$ cat config.mk
export PLATFORM = sky130hd
export DESIGN_NAME = debounced_encoder4to2
export DESIGN_NICKNAME = d
export VERILOG_FILES = /design/src/rtl/debounced_encoder4to2_pkg.sv /design/src/rtl/sync_debounce.sv /design/src/rtl/debounced_encoder4to2.sv
export SDC_FILE = /design/constraint.sdc
export NUM_CORES = 1
export LEC_CHECK = 0
export ABC_AREA = 1
export BUFFER_PORTS_ARGS = -buffer_cell sky130_fd_sc_hd__buf_2
export CAP_MARGIN = 20
export CORE_MARGIN = 5
export CORE_UTILIZATION = 54
export DETAILED_ROUTE_END_ITERATION = 7
export PLACE_DENSITY = 0.72
export SETUP_SLACK_MARGIN = 0.02
export SYNTH_ARGS = -nofsm -noshare
export SYNTH_HDL_FRONTEND = slang
export SYNTH_HIERARCHICAL = 1
export SYNTH_SLANG_ARGS = --single-unit
$ cat constraint.sdc
create_clock -name clk -period 1.7 [get_ports clk]
set_input_delay 0.085 -clock clk [delete_from_list [all_inputs] [get_ports clk]]
set_output_delay 0.085 -clock clk [all_outputs]
set_load 0.01 [all_outputs]
$ cat src/rtl/debounced_encoder4to2_pkg.sv
// Shared definitions for the debounced 4-to-2 key encoder: idle key pattern,
// FSM state type and the active-low priority encoder.
package enc_pkg;

    localparam logic [3:0] KEY_NONE = 4'b1111;

    typedef enum logic {
        IDLE = 1'b0,
        HELD = 1'b1
    } state_t;

    typedef struct packed {
        logic       any;
        logic       multi;
        logic [1:0] code;
    } enc_t;

    // Active-low priority encoder: lowest pressed index wins; no key gives code 0.
    function automatic enc_t prio_enc4(input logic [3:0] n);
        enc_t        r;
        int unsigned lows;
        r    = '0;
        lows = 0;
        for (int unsigned i = 0; i < 4; i++) begin
            if (!n[i]) begin
                if (!r.any) begin
                    r.code = i[1:0];
                end
                r.any = 1'b1;
                lows++;
            end
        end
        r.multi = (lows >= 2);
        return r;
    endfunction

endpackage

$ cat src/rtl/sync_debounce.sv
// Multi-bit synchroniser plus debouncer. Idle level of every line is high.
// A synced pattern must be seen unchanged for DEBOUNCE_CYCLES consecutive
// clocks before it is copied to stable.
module sync_debounce #(
    parameter int unsigned W               = 4,
    parameter int unsigned SYNC_STAGES     = 2,
    parameter int unsigned DEBOUNCE_CYCLES = 50000
) (
    input  logic         clk,
    input  logic         rst_n,
    input  logic [W-1:0] din,
    output logic [W-1:0] stable
);

    localparam int unsigned    CNT_W      = $clog2(DEBOUNCE_CYCLES);
    localparam logic [CNT_W-1:0] CNT_LAST   = CNT_W'(DEBOUNCE_CYCLES - 1);
    localparam logic [CNT_W-1:0] CNT_ACCEPT = CNT_W'(DEBOUNCE_CYCLES - 2);

    logic [W-1:0]     sync_r [SYNC_STAGES];
    logic [W-1:0]     sync_q;
    logic [W-1:0]     candidate;
    logic [CNT_W-1:0] count;

    assign sync_q = sync_r[SYNC_STAGES-1];

    // Synchroniser chain for the asynchronous input lines.
    always_ff @(posedge clk or negedge rst_n) begin
        if (!rst_n) begin
            for (int unsigned i = 0; i < SYNC_STAGES; i++) begin
                sync_r[i] <= '1;
            end
        end else begin
            sync_r[0] <= din;
            for (int unsigned i = 1; i < SYNC_STAGES; i++) begin
                sync_r[i] <= sync_r[i-1];
            end
        end
    end

    // Candidate/count debounce. stable is loaded on the same edge that count
    // reaches DEBOUNCE_CYCLES-1, so exactly DEBOUNCE_CYCLES equal synced samples
    // (the loading one included) are needed; count then saturates.
    always_ff @(posedge clk or negedge rst_n) begin
        if (!rst_n) begin
            candidate <= '1;
            count     <= '0;
            stable    <= '1;
        end else if (sync_q != candidate) begin
            candidate <= sync_q;
            count     <= '0;
        end else begin
            if (count != CNT_LAST) begin
                count <= count + 1'b1;
            end
            if (count >= CNT_ACCEPT) begin
                stable <= candidate;
            end
        end
    end

endmodule

$ cat src/rtl/debounced_encoder4to2.sv
// Debounced 4-to-2 key encoder for active-low pushbuttons.
// Optional build macro: AUTOREPEAT_EN (press re-pulses every REPEAT_CYCLES
// clocks while a key is held).
// release is a reserved word in SystemVerilog, so the key-up pulse is named released.
module debounced_encoder4to2
    import enc_pkg::*;
#(
    parameter int unsigned DEBOUNCE_CYCLES = 50000,
    parameter int unsigned SYNC_STAGES     = 2,
    parameter int unsigned REPEAT_CYCLES   = 5000000
) (
    input  logic       clk,
    input  logic       rst_n,
    input  logic [3:0] btn_n,
    output logic [1:0] code,
    output logic       valid,
    output logic       multi,
    output logic       press,
    output logic       released
);

    logic [3:0] stable;
    enc_t       enc;
    state_t     state;
    state_t     state_nxt;
    logic       press_nxt;
    logic       release_nxt;
    logic       rep_fire;

    sync_debounce #(
        .W              (4),
        .SYNC_STAGES    (SYNC_STAGES),
        .DEBOUNCE_CYCLES(DEBOUNCE_CYCLES)
    ) u_sync_debounce (
        .clk   (clk),
        .rst_n (rst_n),
        .din   (btn_n),
        .stable(stable)
    );

    assign enc = prio_enc4(stable);

`ifdef AUTOREPEAT_EN
    localparam int unsigned      REP_W    = (REPEAT_CYCLES > 1) ? $clog2(REPEAT_CYCLES) : 1;
    localparam logic [REP_W-1:0] REP_LAST = REP_W'(REPEAT_CYCLES - 1);

    logic [REP_W-1:0] rep_cnt;
    logic [3:0]       key_q;
    logic             key_chg;

    assign key_chg  = (stable != key_q);
    assign rep_fire = (state == HELD) && !key_chg && (rep_cnt == REP_LAST);

    // Repeat timer: cleared outside HELD (so it starts at 0 on entry), on a
    // key change and after each repeat pulse.
    always_ff @(posedge clk or negedge rst_n) begin
        if (!rst_n) begin
            rep_cnt <= '0;
            key_q   <= KEY_NONE;
        end else begin
            key_q <= stable;
            if ((state != HELD) || key_chg || (rep_cnt == REP_LAST)) begin
                rep_cnt <= '0;
            end else begin
                rep_cnt <= rep_cnt + 1'b1;
            end
        end
    end
`else
    // REPEAT_CYCLES has no effect without auto-repeat.
    logic unused_repeat;
    assign unused_repeat = ^REPEAT_CYCLES;
    assign rep_fire      = 1'b0;
`endif

    // FSM state register.
    always_ff @(posedge clk or negedge rst_n) begin
        if (!rst_n) begin
            state <= IDLE;
        end else begin
            state <= state_nxt;
        end
    end

    // Next state and press/release pulse decode.
    always_comb begin
        state_nxt   = state;
        press_nxt   = 1'b0;
        release_nxt = 1'b0;
        unique case (state)
            IDLE: begin
                if (enc.any) begin
                    state_nxt = HELD;
                    press_nxt = 1'b1;
                end
            end
            HELD: begin
                if (!enc.any) begin
                    state_nxt   = IDLE;
                    release_nxt = 1'b1;
                end else if (rep_fire) begin
                    press_nxt = 1'b1;
                end
            end
        endcase
    end

    // Output registers, one clock behind stable.
    always_ff @(posedge clk or negedge rst_n) begin
        if (!rst_n) begin
            code     <= '0;
            valid    <= 1'b0;
            multi    <= 1'b0;
            press    <= 1'b0;
            released <= 1'b0;
        end else begin
            code     <= enc.code;
            valid    <= enc.any;
            multi    <= enc.multi;
            press    <= press_nxt;
            released <= release_nxt;
        end
    end

endmodule
==> Word-level counts from Yosys, hierarchy flattened <==
Cells that the tools add are included.
Widths: inputs -> output; s select.
{ "word_totals": {"regBits": 39, "out_inout_bits": 6, "wordCells": 43, "in_bits": 6} }
{ "op_classes": {"addsub": 4, "muxes": 20, "n_bitwise": 2, "order_cmp": 2, "reduce_logical": 2, "n_eq_ne": 2} }
{ "op_table": {"columns": ["op", "count"], "rows": [
  ["$add 32x1->32 const B", 3],
  ["$mux 32", 3],
  ["$ge 32x2->1 const B", 1],
  ["$mux 16", 2],
  ["$add 16x1->16 const B", 1],
  ["$ge 16x16->1 const B", 1],
  ["$ne 16x16->1 const B", 1],
  ["$mux 1", 10],
  ["$mux 2", 4],
  ["$ne 4x4->1", 1],
  ["$not 1->1", 2],
  ["$pmux 1 s2", 1],
  ["$reduce_and 2->1", 1],
  ["$reduce_bool 2->1", 1]
]} }

==> Depth between registers and ports, before layout <==
Gate-level depths: netlist (run 1).
{ "depth": {"depth_word": 8, "ltp_mapped": 11, "depth_no_buf": 11} }

==> Hierarchy <==
Netlist (run 1), hierarchy kept.
{ "by_module_without_submodules": {"columns": ["module", "cells_per_inst", "seq_area_each_um2", "area_per_inst_um2", "n_inst"], "rows": [
  ["sync_debounce", 180, 820.8, 1580.3, 1],
  ["debounced_encoder4to2", 39, 150.1, 342.8, 1]
]} }

==> Worst setup path before layout (run 1) <==
Ideal clock, no wire load.
{ "synth_path": {"path_kind": "register -> register", "from": "register u_sync_debounce.stable[0]", "to": "register multi", "n_path_buf": 0, "setup_ps": 117, "required_ps": 1583, "path_stages_with_launch": 9, "path_slack_ps": 13, "t_arrival_ps": 1570, "synth_period_minus_slack_ps": 1687, "cell_sequence": "dfstp_2 inv_1 ha_1 xnor2_1 ha_1 nor2_1 nand2_1 nand3_1 nand2_1"} }
{ "synth_lines": {"columns": ["item", "line", "text"], "rows": [
  ["start: declaration", "sync_debounce.sv:12", "output logic [W-1:0] stable"],
  ["start signal: assignment", "sync_debounce.sv:56", "stable <= candidate;"],
  ["end signal: assignment", "debounced_encoder4to2.sv:119", "multi <= enc.multi;"],
  ["end: declaration", "debounced_encoder4to2.sv:17", "output logic multi,"]
]} }

==> results.tsv, run 1 <==
metric	value	unit
status	finished, final reports clean	
cts-htree-levels	2	
routed_via_density	5.01	
clkTransAtPathRegs	0.13	ns
num_rows	21	
port_buffers	11	
track_usage	0.146	
slew_viol_final	0	
hold_viol_final	0	
dieArea	4850	sq um
crit_start	u_sync_debounce/stable[0]$_DFFE_PN1P_	
post-route-drc-count	0	
slowest_stage	dfstp_2	
first_iter_violations	69	
root_buffer	clkbuf_4	
pre_cts_slack	-0.0202	ns
cts_buffer_depth	2	
max_cap_viol_count	0	
routedWlPerCell	11.1	microns
final_antenna_net_count	0	
diodes	0	
clkLatencyLatePin	0.35	ns
cts_tree	built	
ys_seq_area_frac	0.505	
final_common_cell	nand2_1	
seqPwrFrac	0.548	
grt_start_max_net_pins	30	
fin_skew	0.0115	ns
p_switching	0.363	mW
slew-limit-headroom	0.590	
hold_path_class	input pin to asynchronous set/reset pin	
synth_warnings	6	
critPathLaunchType	flop	
grt_antenna_before_repair	0	
finalSetupTns	0	ns
ys_types	32	
numCtsBuffers	5	
syn_to_final_growth	16.5	%
final_cell_mix	nand2_1, nor2_1, inv_1	
rrSetupSlack	0.08	ns
ir_drop	0.000517	V
syn_area	1920	sq um
dp_hpwl	2.18	mm
cp_cell_sequence	inv_2 -> ha_4 -> xnor2_4 -> ha_4 -> nor2_4 -> nand2_1 -> nand3_1 -> nand2_1	
gr-total-overflow	0	
core-area	3390	sq um
setup_viol	0	
period_needed	1.62	ns
fin_crit_sh	0.952	
rsz0062_at_grt	true	
synth.ff_latch_count	38	
routed-via-count	1444	
routabilityCongestion	0.816	
drive_gt1_frac	0.298	
switching_share	0.211	
wirelength	3.19	mm
grt_pass1_vias	1330	
cpPeakStageDelay	0.57	ns
io-pin-count	12	
finalWorstSetupSlack	0.0818	ns
syn-num-nets	233	
tightest_slew	0.615	ns
clock-sinks	38	
post-route-util	0.661	
leakagePower	1.08	nW
avgSynthCellArea	8.78	sq um
grt_pass1_wl	5.76	mm
drtPass1Iterations	5	
die_w	69.7	microns
clockPowerShare	0.418	
end_kind	flop	
worst-setup-path-type	flop to flop	
synth_cells	219	
p_int	1.35	mW
start_util	0.567	
nets	255	
combPwrFrac	0.034	
power_density	767	nW/um^2
r2r_start	u_sync_debounce/stable[0]$_DFFE_PN1P_	
die_h	69.7	microns
crit_arrival	1.87	ns
cp_max_fo	2	
fmax	618	MHz
critical_path_required	1.95	ns
[synthesized netlist by cell type, drive strengths merged]
master / number / area [sq um]
nor3: 5 / 25.0
a21oi: 4 / 23.8
clkinv: 1 / 8.76
inv: 27 / 101
nand2: 55 / 224
and3: 1 / 6.26
dfstp: 16 / 420
nor2: 38 / 170
xor2: 5 / 43.8
a31oi: 1 / 6.26
clkbuf: 4 / 15.0
nand4: 4 / 37.5
buf: 1 / 20.0
ha: 8 / 100
nor3b: 3 / 27.5
or2: 4 / 25.0
xnor2: 1 / 8.76
o21ai: 5 / 36.3
nand3: 13 / 65.1
a21o: 1 / 7.51
dfrtp: 22 / 551
[cell families (layout without fill, tap and decap cells)]
family | after synthesis | count (layout) | synth area share
and+or+nand+nor | 123 | 123 | 0.302
DFF | 38 | 38 | 0.505
buffers and inverters | 33 | 56 | 0.0755
AOI/OAI and AO/OA | 11 | 11 | 0.0384
adders and majority gates | 8 | 8 | 0.0521
xor gates and xnor gates | 6 | 6 | 0.0273
[routing by layer]
metal,vias up,routed length [microns],GRT usage
met3,7,189,0.0478
met1,673,1430,0.188
met4,0,59,0.0447
li1,723,-,-
met5,-,0,0
met2,41,1510,0.234
[through the flow]
step	hold WS, ns	cells	total power [mW]	instance area [sq um]
after floorplan	-0.211	219	0.986	1940
after global placement	0.144	272	1.01	2020
after detailed placement	0.139	272	1.01	2020
after CTS	0.277	288	1.74	2200
after global routing	0.339	288	1.78	2240
final	0.263	288	1.72	2240
[power by group through the flow]
stage | Sequential (mW) | Combinational, mW | Clock, mW
floorplan | 0.955 | 0.0306 | 0
global route | 0.945 | 0.0683 | 0.772
finish | 0.941 | 0.0585 | 0.718
CTS | 0.941 | 0.0605 | 0.736
global placement | 0.956 | 0.0520 | 0
detailed placement | 0.957 | 0.0518 | 0
[area by class of cell]
| class | instances | area, sq um |
|---|---|---|
| Clock buffer | 6 | 62.6 |
| Clock inverter | 2 | 38.8 |
| Fill cell | 282 | 1150 |
| Inverter | 28 | 110 |
| Multi-Input combinational cell | 148 | 866 |
| Sequential cell | 38 | 971 |
| Tap cell | 46 | 57.6 |
| Timing Repair Buffer | 20 | 135 |
[worst max-delay path, delay by kind of cell, from the launching register on]
family | cells | cell delay [ns]
DFF | 1 | 0.57
adders and majority gates | 2 | 0.48
and+or+nand+nor | 4 | 0.25
xor gates and xnor gates | 1 | 0.17
buffers and inverters | 1 | 0.06
[final timing paths]
| path | endpoint | cells after the start |
|---|---|---|
| min | u_sync_debounce/count[11]$_DFFE_PN0P_ | 2 |
| max | multi$_DFF_PN0_ | 8 |
| max reg2reg | multi$_DFF_PN0_ | 8 |
| min reg2reg | u_sync_debounce/sync_q[3]$_DFF_PN1_ | 0 |
| min in group clk | u_sync_debounce/sync_q[3]$_DFF_PN1_ | 0 |
| max in group asynchronous | u_sync_debounce/candidate[0]$_DFFE_PN1N_ | 3 |
[repair_timing]
action | CTS | global route
hold buffers | 5 | 0
setup endpoints to repair | 1 | 2
pin swaps | 1 | 4
gates resized for setup | 1 | 8
setup buffers | 3 | 0
endpoints found under the hold margin | 26 | 0
[sequential cells by signal (all words and copies together), names as in the netlist]
name and count:
u_sync_debounce/count 16, u_sync_debounce/candidate 4, u_sync_debounce/stable 4, u_sync_debounce/sync_q 4, u_sync_debounce/sync_r 4, code 2, multi 1, press 1
released 1, state 1
Note: power is estimated with default switching activity, not from simulation.
==> run 2, diff against run 1 <==
--- a/config.mk
+++ b/config.mk
@@ -12,7 +12,7 @@
 export CORE_UTILIZATION = 54
 export DETAILED_ROUTE_END_ITERATION = 7
 export PLACE_DENSITY = 0.72
-export SETUP_SLACK_MARGIN = 0.02
+export SETUP_SLACK_MARGIN = 0.5
 export SYNTH_ARGS = -nofsm -noshare
 export SYNTH_HDL_FRONTEND = slang
 export SYNTH_HIERARCHICAL = 1
==> run 2 against run 1 <==
Power up 3.1%. Register-to-register slack worse by 0.05 ns. Largest cell class is now multi-input gates. Core utilization up 15 points. First-iteration DRC count up 32%. Combinational power up 64%.
==> results.tsv, run 2 (synthesized netlist as in run 1, its figures left out) <==
metric	value	unit	change
root_buffer	clkbuf_4		
num_rows	21		unchanged
hold_viol_final	0		unchanged
die_h	69.7	microns	unchanged
nets	282		+11%
fin_area	2760	sq um	+23%
fin_cells	315		+9.4%
start_util	0.567		unchanged
drtPass1Iterations	4		-1
crit_arrival	1.93	ns	+0.06 ns
holdWs	0.244	ns	-0.0190 ns
power_density	643	nW/um^2	-16%
track_usage	0.175		+0.0285
fin_skew	0.0127	ns	+0.00123 ns
final_antenna_net_count	0		unchanged
critical_path_required	1.96	ns	about the same
cp_cell_sequence	inv_2 -> ha_4 -> xnor2_1 -> ha_1 -> nor2_2 -> nand2_1 -> nand3_1 -> nand2_1		
final_common_cell	nand2_1		
placed_area	2060	sq um	+1.8%
pre_cts_slack	0.00938	ns	+0.0296 ns
cp_max_fo	3		+1
critPathTopFamily	flip-flops		
diodes	0		unchanged
rrSetupSlack	0.04	ns	-0.05 ns
rsz0062_at_grt	true		
reg2reg_depth	8		unchanged
first_iter_violations	91		+32%
cts_buffer_depth	2		unchanged
critPathLaunchType	flop		
fmax	601	MHz	-2.8%
gr-total-overflow	0		unchanged
crit_path_frequent_cell	nand2_1		
port_buffers	11		unchanged
nFillCells	188		-33%
tightest_slew	0.611	ns	-0.00404 ns
r2r_start	u_sync_debounce/stable[0]$_DFFE_PN1P_		
status	finished, final reports clean		
routabilityCongestion	0.832		+1.9%
grt_pass1_wl	6.76	mm	+17%
slowest_stage	dfstp_2		
slew_viol_final	0		unchanged
worst-setup-path-type	flop to flop		
finalWorstSetupSlack	0.0353	ns	-0.0465 ns
cts-htree-levels	2		unchanged
core-area	3390	sq um	unchanged
final_cell_mix	nand2_1, buf_4, dfrtp_1		
routedWlPerCell	14.9	microns	+35%
dieArea	4850	sq um	unchanged
syn_to_final_growth	43.3	%	
slew-limit-headroom	0.593		+0.00269
cpPeakStageDelay	0.57	ns	about the same
placed_cells	272		unchanged
dp_hpwl	2.24	mm	+2.7%
grt_pass1_vias	1526		+15%
top_register	u_sync_debounce/count		
routed_via_density	5.07		+1.2%
finalSetupTns	0	ns	unchanged
routed-via-count	1598		+11%
hold_path_class	input pin to asynchronous set/reset pin		
grt_antenna_before_repair	0		unchanged
largest_reg_flops	16		unchanged
numCtsBuffers	5		unchanged
post-route-drc-count	0		unchanged
cts_tree	built		
ir_drop	0.000684	V	+32%
reg2reg_to	multi$_DFF_PN0_		
drive_gt1_frac	0.569		+0.271
clkLatencyLatePin	0.36	ns	about the same
clock-sinks	38		unchanged
clkTransAtPathRegs	0.13	ns	about the same
max_cap_viol_count	0		unchanged
grt_start_max_net_pins	28		-6.7%
fin_crit_sh	0.979		+0.0274
die_w	69.7	microns	unchanged
critPathBufInv	1		unchanged
leakagePower	1.28	nW	+19%
end_kind	flop		
period_needed	1.66	ns	+0.0465 ns
setup_viol	0		unchanged
wirelength	4.70	mm	+47%
io-pin-count	12		unchanged
[run 2: cell type report]
| type | instances | area, sq um | share of cell area |
|---|---|---|---|
| multi-input combinational | 148 | 1120 | 0.405 |
| sequential | 38 | 977 | 0.355 |
| timing repair buffer | 46 | 364 | 0.132 |
| inverter | 28 | 128 | 0.0463 |
| clock buffer | 6 | 62.6 | 0.0227 |
| tap | 46 | 57.6 | 0.0209 |
| clock inverter | 2 | 38.8 | 0.0141 |
| timing repair inverter | 1 | 11.3 | 0.00409 |
[run 2: routing by layer]
metal  track usage  up-vias  routed length, microns
met5             0        -                       0
met4        0.0702        0                     112
met3        0.0522       13                     203
met2         0.305       45                    2500
met1         0.199      763                    1880
li1              -      777                       -
[run 2: worst register-to-register path, cell delays in order, from the launching register on]
cell and delay, ns:
dfstp_2 0.57, inv_2 0.05, ha_4 0.24, xnor2_1 0.12, ha_1 0.30, nor2_2 0.13, nand2_1 0.06, nand3_1 0.06
nand2_1 0.05
[run 2: through the flow]
step           power, mW  utilization
3_3_place_gp        1.01        0.607
5_1_grt             1.82        0.813
3_5_place_dp        1.01        0.607
6_report            1.77        0.813
4_1_cts             1.75        0.730
2_1_floorplan      0.987            -
[run 2: worst max path at each step]
stage                                                      from         endpoint  slack, ns  cells past startpoint
after global routing      u_sync_debounce/stable[0]$_DFFE_PN1P_  multi$_DFF_PN0_      -0.06                      8
after floorplan           u_sync_debounce/stable[0]$_DFFE_PN1P_  multi$_DFF_PN0_       0.09                      8
after global placement    u_sync_debounce/stable[0]$_DFFE_PN1P_  multi$_DFF_PN0_       0.05                      8
final                     u_sync_debounce/stable[0]$_DFFE_PN1P_  multi$_DFF_PN0_       0.04                      8
after CTS                 u_sync_debounce/stable[1]$_DFFE_PN1P_  multi$_DFF_PN0_       0.06                      8
after detailed placement  u_sync_debounce/stable[0]$_DFFE_PN1P_  multi$_DFF_PN0_      0.009                      8
[run 2: power breakdown]
group | total (mW) | switching [mW] | leakage [nW] | internal [mW]
registers | 0.945 | 0.0125 | 0.456 | 0.932
logic | 0.0962 | 0.0552 | 0.773 | 0.0411
clock network | 0.730 | 0.329 | 0.0536 | 0.401
total | 1.77 | 0.397 | 1.28 | 1.37
[run 2: what timing repair did]
| action | 4_1_cts | 5_1_grt |
|---|---|---|
| endpoints found under the hold margin | 26 | 0 |
| setup endpoints to repair | 20 | 23 |
| gates resized for setup | 45 | 46 |
| gates cloned | 1 | 0 |
| pin swaps | 27 | 33 |
| buffers inserted | 13 | 16 |
| hold buffers | 5 | 0 |
